**src/rtl/soc_bus_pkg.sv**
```systemverilog
// Shared SoC bus constants, requester map and lock FSM states
// for the RAM port arbiter.
package soc_bus_pkg;

  localparam int AW_SOC = 19;
  localparam int DW_SOC = 19;

  localparam int REQ_CPU    = 0;
  localparam int REQ_FFT    = 1;
  localparam int REQ_CRYPTO = 2;

  typedef enum logic {
    IDLE,
    LOCKED
  } lock_state_e;

endpackage

```
**src/rtl/ram_port_arbiter_rr_pick2.sv**
```systemverilog
// Two-way round-robin pick between the FFT and CRYPTO masters.
// i_rr_ptr holds the requester index (1 or 2) that is looked at first.
module rr_pick2
  import soc_bus_pkg::*;
(
  input  logic [1:0] i_rr_ptr,
  input  logic [1:0] i_acc_valid,
  output logic [1:0] o_pick
);

  logic w_start_crypto;

  assign w_start_crypto = (i_rr_ptr == 2'(REQ_CRYPTO));

  always_comb begin
    o_pick = '0;
    if (w_start_crypto) begin
      if (i_acc_valid[1])      o_pick = 2'b10;
      else if (i_acc_valid[0]) o_pick = 2'b01;
    end else begin
      if (i_acc_valid[0])      o_pick = 2'b01;
      else if (i_acc_valid[1]) o_pick = 2'b10;
    end
  end

endmodule

```
**src/rtl/ram_port_arbiter.sv**
```systemverilog
// Single RAM port shared by CPU, FFT and CRYPTO masters: CPU priority
// with a starvation bound, accelerator round-robin and burst locking.
module ram_port_arbiter
  import soc_bus_pkg::*;
#(
  parameter int AW             = AW_SOC,
  parameter int DW             = DW_SOC,
  parameter int N_REQ          = 3,
  parameter int CPU_STREAK_MAX = 4,
  parameter int LOCK_MAX       = 16
) (
  input  logic                clk,
  input  logic                rst,
  input  logic [N_REQ-1:0]    req_valid,
  input  logic [N_REQ-1:0]    req_write,
  input  logic [N_REQ-1:0]    req_lock,
  input  logic [N_REQ*AW-1:0] req_addr,
  input  logic [N_REQ*DW-1:0] req_wdata,
  output logic [N_REQ-1:0]    req_ready,
  output logic [N_REQ-1:0]    rsp_valid,
  output logic [DW-1:0]       rsp_rdata,
  output logic                ram_en,
  output logic                ram_we,
  output logic [AW-1:0]       ram_addr,
  output logic [DW-1:0]       ram_wdata,
  input  logic [DW-1:0]       ram_rdata,
  output logic [1:0]          gnt_id,
  output logic                lock_timeout
);

  localparam int SW = $clog2(CPU_STREAK_MAX + 1);
  localparam int CW = $clog2(LOCK_MAX + 1);

  lock_state_e      r_state;
  lock_state_e      w_state_nxt;
  logic [1:0]       r_owner;
  logic [1:0]       w_owner_nxt;
  logic [CW-1:0]    r_lock_cnt;
  logic [CW-1:0]    w_lock_cnt_nxt;
  logic             r_ban_vld;
  logic             w_ban_vld_nxt;
  logic [1:0]       r_ban_id;
  logic [1:0]       w_ban_id_nxt;
  logic             r_timeout;
  logic             w_timeout_nxt;
  logic [1:0]       r_rr_ptr;
  logic [SW-1:0]    r_streak;
  logic [N_REQ-1:0] r_rsp_vld;

  logic             w_acc_any;
  logic             w_lock_hold;
  logic             w_cpu_ok;
  logic [1:0]       w_acc_pick;
  logic [N_REQ-1:0] w_gnt;
  logic             w_gnt_any;
  logic             w_gnt_acc;
  logic [1:0]       w_gid;
  logic             w_we;
  logic             w_lock_bit;
  logic             w_banned;

  assign w_acc_any = req_valid[REQ_FFT] | req_valid[REQ_CRYPTO];

  // An owner that drops valid loses the lock and normal arbitration runs
  assign w_lock_hold = (r_state == LOCKED) && req_valid[r_owner];

  assign w_cpu_ok = req_valid[REQ_CPU] &&
                    ((r_streak < SW'(CPU_STREAK_MAX)) || !w_acc_any);

  rr_pick2 u_pick (
    .i_rr_ptr    (r_rr_ptr),
    .i_acc_valid (req_valid[REQ_CRYPTO:REQ_FFT]),
    .o_pick      (w_acc_pick)
  );

  always_comb begin
    w_gnt = '0;
    if (!rst) begin
      priority case (1'b1)
        w_lock_hold:   w_gnt = N_REQ'(1) << r_owner;
        w_cpu_ok:      w_gnt[REQ_CPU] = 1'b1;
        |w_acc_pick:   w_gnt = {w_acc_pick, 1'b0};
        default:       w_gnt = '0;
      endcase
    end
  end

  always_comb begin
    w_gid = '0;
    for (int i = 0; i < N_REQ; i++) begin
      if (w_gnt[i]) w_gid = 2'(i);
    end
  end

  assign w_gnt_any  = |w_gnt;
  assign w_gnt_acc  = w_gnt[REQ_FFT] | w_gnt[REQ_CRYPTO];
  assign w_we       = w_gnt_any & req_write[w_gid];
  assign w_lock_bit = w_gnt_any & req_lock[w_gid];
  assign w_banned   = r_ban_vld && (r_ban_id == w_gid);

  assign req_ready = w_gnt;
  assign gnt_id    = w_gid;
  assign ram_en    = w_gnt_any;
  assign ram_we    = w_we;
  assign ram_addr  = w_gnt_any ? req_addr[w_gid*AW +: AW] : '0;
  assign ram_wdata = w_gnt_any ? req_wdata[w_gid*DW +: DW] : '0;

  always_comb begin
    w_state_nxt    = r_state;
    w_owner_nxt    = r_owner;
    w_lock_cnt_nxt = r_lock_cnt;
    w_ban_vld_nxt  = r_ban_vld;
    w_ban_id_nxt   = r_ban_id;
    w_timeout_nxt  = 1'b0;
    if (w_lock_hold) begin
      if (!w_lock_bit) begin
        w_state_nxt    = IDLE;
        w_lock_cnt_nxt = '0;
      end else if (r_lock_cnt == CW'(LOCK_MAX - 1)) begin
        w_state_nxt    = IDLE;
        w_lock_cnt_nxt = '0;
        w_timeout_nxt  = 1'b1;
        w_ban_vld_nxt  = 1'b1;
        w_ban_id_nxt   = r_owner;
      end else begin
        w_lock_cnt_nxt = r_lock_cnt + 1'b1;
      end
    end else begin
      w_state_nxt    = IDLE;
      w_lock_cnt_nxt = '0;
      if (w_gnt_any) begin
        w_ban_vld_nxt = 1'b0;
        if (w_lock_bit && !w_banned) begin
          w_state_nxt    = LOCKED;
          w_owner_nxt    = w_gid;
          w_lock_cnt_nxt = CW'(1);
        end
      end
    end
  end

  always_ff @(posedge clk) begin
    if (rst) begin
      r_state    <= IDLE;
      r_owner    <= '0;
      r_lock_cnt <= '0;
      r_ban_vld  <= 1'b0;
      r_ban_id   <= '0;
      r_timeout  <= 1'b0;
    end else begin
      r_state    <= w_state_nxt;
      r_owner    <= w_owner_nxt;
      r_lock_cnt <= w_lock_cnt_nxt;
      r_ban_vld  <= w_ban_vld_nxt;
      r_ban_id   <= w_ban_id_nxt;
      r_timeout  <= w_timeout_nxt;
    end
  end

  always_ff @(posedge clk) begin
    if (rst) begin
      r_rr_ptr <= 2'(REQ_FFT);
    end else if (w_gnt_acc) begin
      r_rr_ptr <= w_gnt[REQ_CRYPTO] ? 2'(REQ_FFT) : 2'(REQ_CRYPTO);
    end
  end

  // Streak is frozen while a lock is held
  always_ff @(posedge clk) begin
    if (rst) begin
      r_streak <= '0;
    end else if (r_state == IDLE) begin
      if (!w_acc_any) begin
        r_streak <= '0;
      end else if (w_gnt[REQ_CPU]) begin
        if (r_streak < SW'(CPU_STREAK_MAX)) r_streak <= r_streak + 1'b1;
      end else if (w_gnt_acc) begin
        r_streak <= '0;
      end
    end
  end

  always_ff @(posedge clk) begin
    if (rst) begin
      r_rsp_vld <= '0;
    end else begin
      r_rsp_vld <= w_we ? '0 : w_gnt;
    end
  end

  assign rsp_valid    = rst ? '0 : r_rsp_vld;
  assign rsp_rdata    = (|rsp_valid) ? ram_rdata : '0;
  assign lock_timeout = r_timeout & ~rst;

endmodule
```
**config.mk**
```make
export PLATFORM = sky130hd
export DESIGN_NAME = ram_port_arbiter
export DESIGN_NICKNAME = d
export VERILOG_FILES = /design/src/rtl/soc_bus_pkg.sv /design/src/rtl/ram_port_arbiter_rr_pick2.sv /design/src/rtl/ram_port_arbiter.sv
export SDC_FILE = /design/constraint.sdc
export NUM_CORES = 1
export LEC_CHECK = 0
export CAP_MARGIN = 20
export CORE_ASPECT_RATIO = 0.8
export CORE_UTILIZATION = 27
export CTS_BUF_LIST = sky130_fd_sc_hd__clkbuf_8
export CTS_CLUSTER_SIZE = 40
export DETAILED_ROUTE_END_ITERATION = 12
export PLACE_DENSITY = 0.83
export SLEW_MARGIN = 20
export SYNTH_ARGS = -nofsm -noshare
export SYNTH_HDL_FRONTEND = slang
export SYNTH_SLANG_ARGS = --single-unit
```
**constraint.sdc**
```tcl
create_clock -name clk -period 2.7 [get_ports clk]
set_input_delay 0.54 -clock clk [delete_from_list [all_inputs] [get_ports clk]]
set_output_delay 0.54 -clock clk [all_outputs]
set_load 0.03 [all_outputs]
```
==> run summary, run 1 <==
* completed — outcome
* 7310 um — detailed placer's ending HPWL
* 7.38 um^2 — mean instance size in the synthesized netlist
* true — setup repair after global routing missed its margin
* 2.16 ns — required time worst endpoint
* 24.0% — overall fraction of global-route tracks in use
* 9230 um — final WL
* 6700 um^2 — Die Outline Area
* sky130_fd_sc_hd__clkbuf_8 — Root Buffer Master
* flip-flop to flip-flop — Hold/Removal Path Class
* 0.26 ns — clock network latency to the later pin of the worst-skew pair
* 98.5% — final critical-path share of the clock period
* built — TritonCTS clock tree
* 37 — number of distinct standard cells referenced by the synthesized netlist
* 28.5% — initial standard-cell utilization of the core
* 212 — number of placed I/O pins
* 211 — Buffers on Ports
* sky130_fd_sc_hd__clkdlybuf4s50_1 — leading cell type in the layout, fill and taps excluded
* 20 — Synth Register Bits
* 303 nW/um^2 — power density normalized to cell area
* 25 — number of placement rows
* 5.18 — vias per cell
* r_streak[1]$_SDFFE_PP0P_ — Worst Hold Launch
* 10 — Detailed Routing Iterations Pass 1
* 2645 — via count of the first global-routing pass
* 0.477 ns — Worst Hold Margin
* 29 — largest net degree at the start of global routing
* 0 — post-route antenna net violation count
* 227 — number of DRC violations after detailed-routing iteration 0
* 73.4 um — die boundary height
* 0 — antenna violations before repair
* 0.08 ns — clock slew at the register clock pins of the worst setup and hold paths
* r_ban_id[0]$_SDFFE_PP0P_ — destination of the worst register-to-register timing path
* 3 — number of buffers created by CTS
* 20 — CTS sink cnt
* 0.622 ns — Slew @ Worst Pin
* 2 — maximum buffer depth of the clock tree
* 0 — DRC errors left
* flip-flop — startpoint type of the worst setup path
* 4320 um^2 — cell area after layout
* 6040 um^2 — core box area
* 23.3% — sequential share of the synthesized area
* 151% — synthesis-to-layout area growth
* 1 — htree depth
* 0% — post-synthesis async set-or-reset flop share
* flip-flop to output pin — Critical Setup Path Class
* 2.66 ns — post-layout min period
* sky130_fd_sc_hd__dfxtp_1 — most frequently used flop master after synthesis
* 2.06 nW — leak pwr
* r_owner[1]$_SDFFE_PP0P_ — RR Startpoint
* 58.6% — Relative slew margins
* 480 — layout filler cell count
* 380 — post-synth net total
* 0 — number of antenna cells inserted
* 0.36 ns — worst reg2reg setup slack
* 7 — crit path max fanout
* 2.12 ns — crit path DAT
* 7 — Worst R2R Path Depth
* 0.00828 ns — setup clock skew after layout
* 2 — Worst Hold Path Cells
* 0.000163 V — Worst VDD drop
* 233 — number of cells produced by synthesis
* 12800 um — wire length of the first global-routing pass
* 0 — hold violation total from the final report
* 0 — number of pins with negative max-slew slack in the final report
* 2867 — via total after detailed routing
* 91.2 um — die width
* 16.7 um — wire per inst
* sky130_fd_sc_hd__clkdlybuf4s50_1, sky130_fd_sc_hd__buf_4, sky130_fd_sc_hd__inv_1 — leading cell types in the layout, fill and taps excluded
* r_streak[1]$_SDFFE_PP0P_ — Endpoint, Worst Hold
* 0 — gr ovfl total
* 25.4% — proportion of layout cells with a drive suffix above 1
* output pin — Setup crit end kind
* 0 — count of warnings emitted by yosys
* 620 — number of nets in the final layout
* 4100 um^2 — placed instance area
* 0 — number of max-capacitance violations reported
* 0 — setup violators final
* 0 — EDFF count, synth
* 1720 um^2 — Syn Std Cell Area
* 0.874 — final weighted congestion of routability-driven global placement
* 0.376 GHz — maximum clock frequency
-- synth_stat cells, types with 4 or more instances --
library cell               count  area share (%)
sky130_fd_sc_hd__buf_1         4            0.87
sky130_fd_sc_hd__inv_1        45             9.8
sky130_fd_sc_hd__a21oi_1       8             2.3
sky130_fd_sc_hd__dfxtp_1      20              23
sky130_fd_sc_hd__clkbuf_1     11             2.4
sky130_fd_sc_hd__nor3_1        8             2.3
sky130_fd_sc_hd__nand2_1       7             1.5
sky130_fd_sc_hd__and2_1       19             6.9
sky130_fd_sc_hd__nand2b_1      4             1.5
sky130_fd_sc_hd__nor2b_1      10             3.6
sky130_fd_sc_hd__nand3_1       6             1.7
sky130_fd_sc_hd__o21ai_0       4             1.2
sky130_fd_sc_hd__a222oi_1     39              23
sky130_fd_sc_hd__nor2_1       10             2.2
-- per-layer routing --
layer  track usage, %  routed length (um)  up-vias
met5                0                   0        -
met3             4.76                 651       13
met1             26.8                3530     1330
met4             5.82                 127        0
met2             47.1                4920      177
li1                 -                   -     1347
-- metrics by stage --
step	utilization (%)	cells	total power, W	setup WS, ns	setup TNS [ns]
floorplan	-	233	0.000591	0.0936	0
global placement	67.8	544	0.000985	-0.473	-26.53
detailed placement	67.8	544	0.000996	-0.555	-29.60
CTS	69.9	550	0.00130	-0.000128	-0.000128
global route	71.6	553	0.00137	-0.0435	-0.106
finish	71.6	553	0.00131	0.0394	0
-- how the worst max path moves through the flow --
stage / startpoint / end / slack, ns / cells past startpoint
after detailed placement: rst / rsp_rdata[0] / -0.55 / 5
after global placement: rst / rsp_rdata[13] / -0.47 / 5
after floorplan: req_valid[2] / ram_wdata[11] / 0.09 / 7
after global routing: r_owner[1]$_SDFFE_PP0P_ / ram_wdata[18] / -0.04 / 7
final: r_owner[1]$_SDFFE_PP0P_ / ram_wdata[18] / 0.04 / 7
after CTS: req_valid[2] / ram_wdata[18] / -0.0001 / 9
-- flip-flops by register name (all words and copies together), names as in the netlist --
register and cells:
r_state 1, r_timeout 1, r_streak 3, r_ban_vld 1
r_ban_id 2, r_owner 2, r_lock_cnt 5, r_rsp_vld 3
r_rr_ptr 2
-- cell families (layout without fill, tap and decap cells) --
group                    after synthesis  after routing  synth area share (%)
AND/OR/NAND/NOR                       76             76                  24.6
flip-flops                            20             20                  23.3
adder cells (fa/ha/maj)                3              3                  2.18
XOR/XNOR                               2              2                  1.02
multiplexers                           4              4                  2.55
buffers and inverters                 63            302                  14.1
AO/OA/AOI/OAI                         65             65                  32.3
-- worst max-delay path, cell delays in order (launching register included) --
cell and delay, ns:
sky130_fd_sc_hd__dfxtp_2 0.35, sky130_fd_sc_hd__mux2i_2 0.16, sky130_fd_sc_hd__o21a_1 0.25, sky130_fd_sc_hd__a21o_4 0.30
sky130_fd_sc_hd__buf_12 0.15, sky130_fd_sc_hd__a222oi_1 0.31, sky130_fd_sc_hd__inv_1 0.16, sky130_fd_sc_hd__buf_12 0.17
-- area by class of cell --
class                      instances  area, um^2  area share [%]
timing repair buffer             253        2420            56.0
multi-input combinational        150        1150            26.7
tap                               81         101            2.35
clock buffer                       3        41.3           0.955
sequential                        20         407            9.41
clock inverter                     1        30.0           0.695
inverter                          45         169            3.91
-- power by group --
| part | switching (W) | leakage (nW) | internal (W) |
|---|---|---|---|
| sequential | 0.00000796 | 0.164 | 0.000303 |
| combinational | 0.000320 | 1.86 | 0.000379 |
| clock | 0.000103 | 0.0357 | 0.000198 |
-- what timing repair did --
action                                  in CTS  in global routing
pin swaps                                    7                  6
gates resized for setup                     21                 18
endpoints found under the setup margin      67                 53
hold buffers                                 0                  0
gates cloned                                 0                  3
setup buffers                                2                  0
No activity file was read; power rests on OpenSTA's default activity.
==> run 2, diff against run 1 <==
--- a/config.mk
+++ b/config.mk
@@ -11,7 +11,7 @@
 export CTS_BUF_LIST = sky130_fd_sc_hd__clkbuf_8
 export CTS_CLUSTER_SIZE = 40
 export DETAILED_ROUTE_END_ITERATION = 12
-export PLACE_DENSITY = 0.83
+export PLACE_DENSITY = 0.89
 export SLEW_MARGIN = 20
 export SYNTH_ARGS = -nofsm -noshare
 export SYNTH_HDL_FRONTEND = slang
==> run 2 against run 1 <==
Compared with the run above: count of clock-buffer cells in the layout did not move; the flow now finishes with violations (setup timing); fmax fell by 1.5%; hold slack got worse by 0.011 ns; first-iteration DRC count rose by 27%; core utilization did not move; clock skew fell by 0.0053 ns; clock power rose by 3%; final cell count fell by 0.72%; largest power group unchanged; global-route usage rose by 2.1 points; setup slack got worse by 0.040 ns.
==> run summary, run 2 (synthesis results as in run 1) <==
* 3 — number of buffers created by CTS
* sky130_fd_sc_hd__clkdlybuf4s50_1, sky130_fd_sc_hd__buf_4, sky130_fd_sc_hd__inv_1 — leading cell types in the layout, fill and taps excluded
* 0 — gr ovfl total
* 309 nW/um^2 — power density normalized to cell area
* sky130_fd_sc_hd__clkdlybuf4s50_1 — leading cell type in the layout, fill and taps excluded
* 71.6% — utilization after layout
* 73.4 um — die boundary height
* r_lock_cnt — largest reg by FF count
* 0.08 ns — clock slew at the register clock pins of the worst setup and hold paths
* 24.1% — proportion of layout cells with a drive suffix above 1
* 2825 — via total after detailed routing
* 0.000445 W — total net switching power
* -0.000540 ns — worst setup slack after layout
* 538 — post-placement cell count
* r_ban_id[0]$_SDFFE_PP0P_ — destination of the worst register-to-register timing path
* 2.03 nW — leak pwr
* 2714 — via count of the first global-routing pass
* 0 — DRC errors left
* 53.8% — relative contribution of combinational cells to total power
* 0.26 ns — clock network latency to the later pin of the worst-skew pair
* 17.3 um — wire per inst
* 0 — number of pins with negative max-slew slack in the final report
* 20 — CTS sink cnt
* r_lock_cnt x5, r_rsp_vld x3, r_streak x3 — largest registers ranked by flip-flop count
* buf_2, buf_4, a2111oi_4, a21o_1, bufbuf_16, nand2_1, a31oi_1, buf_4 — critical path cell sequence
* 0.370 GHz — maximum clock frequency
* 2.70 ns — post-layout min period
* 28 — largest net degree at the start of global routing
* finished, violations left — outcome
* 8 — Worst R2R Path Depth
* 33.4% — share of total power consumed by net switching
* sky130_fd_sc_hd__a2111oi_4 — CP max stage cell
* 23.1% — register share of total power
* r_rr_ptr[0]$_SDFFE_PP1N_ — RR Startpoint
* 288 — number of DRC violations after detailed-routing iteration 0
* 6040 um^2 — core box area
* 1 — htree depth
* 2 — Worst Hold Path Cells
* 9470 um — final WL
* 5.15 — vias per cell
* 23.1% — Clk pwr share
* sky130_fd_sc_hd__clkbuf_8 — Root Buffer Master
* 0.402 ns — Slew @ Worst Pin
* 7 — Detailed Routing Iterations Pass 1
* 91.2 um — die width
* 0.00133 W — total chip power
* primary input — startpoint type of the worst setup path
* 4 — sum of buffers and inverters on the critical path
* 17 — crit path max fanout
* 25 — number of placement rows
* 0.466 ns — Worst Hold Margin
* true — setup repair after global routing missed its margin
* 0.38 ns — slowest cell delay on critical path
* 439 — layout filler cell count
* sky130_fd_sc_hd__buf_4 — Most Frequent Cell on Critical Path
* 211 — Buffers on Ports
* primary input to output pin — Critical Setup Path Class
* r_streak[1]$_SDFFE_PP0P_ — Worst Hold Launch
* output pin — Setup crit end kind
* 549 — final std cells w/o fill
* flip-flop to flip-flop — Hold/Removal Path Class
* 7300 um — detailed placer's ending HPWL
* r_streak[1]$_SDFFE_PP0P_ — Endpoint, Worst Hold
* 0 — hold violation total from the final report
* 73.2% — Relative slew margins
* 2.16 ns — required time worst endpoint
* 0.000889 W — total internal power
* setup timing — failing checks
* 151% — synthesis-to-layout area growth
* 6700 um^2 — Die Outline Area
* 0.863 — final weighted congestion of routability-driven global placement
* 26.1% — overall fraction of global-route tracks in use
* 28.5% — initial standard-cell utilization of the core
* buffers and inverters — crit-path leading delay family
* 0 — post-route antenna net violation count
* 0.34 ns — worst reg2reg setup slack
* 1 — setup violators final
* 5 — max FFs per register
* -0.423 ns — post-placement worst setup slack
* built — TritonCTS clock tree
* 616 — number of nets in the final layout
* 2.16 ns — crit path DAT
* 100% — final critical-path share of the clock period
* 0 — antenna violations before repair
* 0 — hold buffer count at cts
* 0.000216 V — Worst VDD drop
* 0.00297 ns — setup clock skew after layout
* 13600 um — wire length of the first global-routing pass
* 0 — number of antenna cells inserted
* 212 — number of placed I/O pins
* 2 — maximum buffer depth of the clock tree
* 0 — number of max-capacitance violations reported
==> run 2: layout make-up <==
cell class / count / area [um^2] / share of cell area [%]
Timing Repair Buffer: 249 / 2430 / 56.3
Clock buffer: 3 / 41.3 / 0.955
Tap cell: 81 / 101 / 2.35
Clock inverter: 1 / 30.0 / 0.695
Inverter: 45 / 169 / 3.91
Multi-Input combinational cell: 150 / 1140 / 26.3
Sequential cell: 20 / 409 / 9.47
==> run 2: worst min-delay path: stages (launching register included) <==
cell and delay (ns):
sky130_fd_sc_hd__dfxtp_1 0.32, sky130_fd_sc_hd__nand2_1 0.06, sky130_fd_sc_hd__a21oi_1 0.05
==> run 2: routing by layer <==
layer  GRT usage, %  vias up  wire length, um
met3           6.83       10              893
met2           47.8      178             4820
met4           6.17        0              140
met5              0        -                0
li1               -     1340                -
met1           30.7     1297             3620
==> run 2: through the flow <==
| step | TNS, ns | area, um^2 |
|---|---|---|
| 6_report | -0.000540 | 4320 |
| 5_1_grt | -0.463 | 4320 |
| 4_1_cts | 0 | 4270 |
| 3_5_place_dp | -22.89 | 4080 |
| 3_3_place_gp | -19.59 | 4080 |
| 2_1_floorplan | 0 | 1720 |
==> run 2: what timing repair did <==
item,4_1_cts,5_1_grt
buffers inserted,4,1
cloned,2,0
resized for setup,27,15
endpoints found under the setup margin,65,27
pin swaps,11,16
==> run 2: worst max-delay path by stage <==
stage | cells past startpoint | to | start
6_report | 8 | ram_we | req_valid[1]
5_1_grt | 8 | ram_wdata[18] | r_owner[1]$_SDFFE_PP0P_
4_1_cts | 8 | ram_wdata[2] | r_owner[0]$_SDFFE_PP0P_
3_5_place_dp | 8 | ram_we | rst
3_3_place_gp | 8 | ram_we | rst
2_1_floorplan | 7 | ram_wdata[11] | req_valid[2]
==> run 2: power groups by stage <==
| stage | clock [W] | sequential (W) | combinational, W |
|---|---|---|---|
| finish | 0.000309 | 0.000308 | 0.000718 |
| global route | 0.000322 | 0.000309 | 0.000756 |
| CTS | 0.000310 | 0.000309 | 0.000705 |
| detailed placement | 0 | 0.000317 | 0.000684 |
| global placement | 0 | 0.000316 | 0.000675 |
| floorplan | 0 | 0.000313 | 0.000278 |
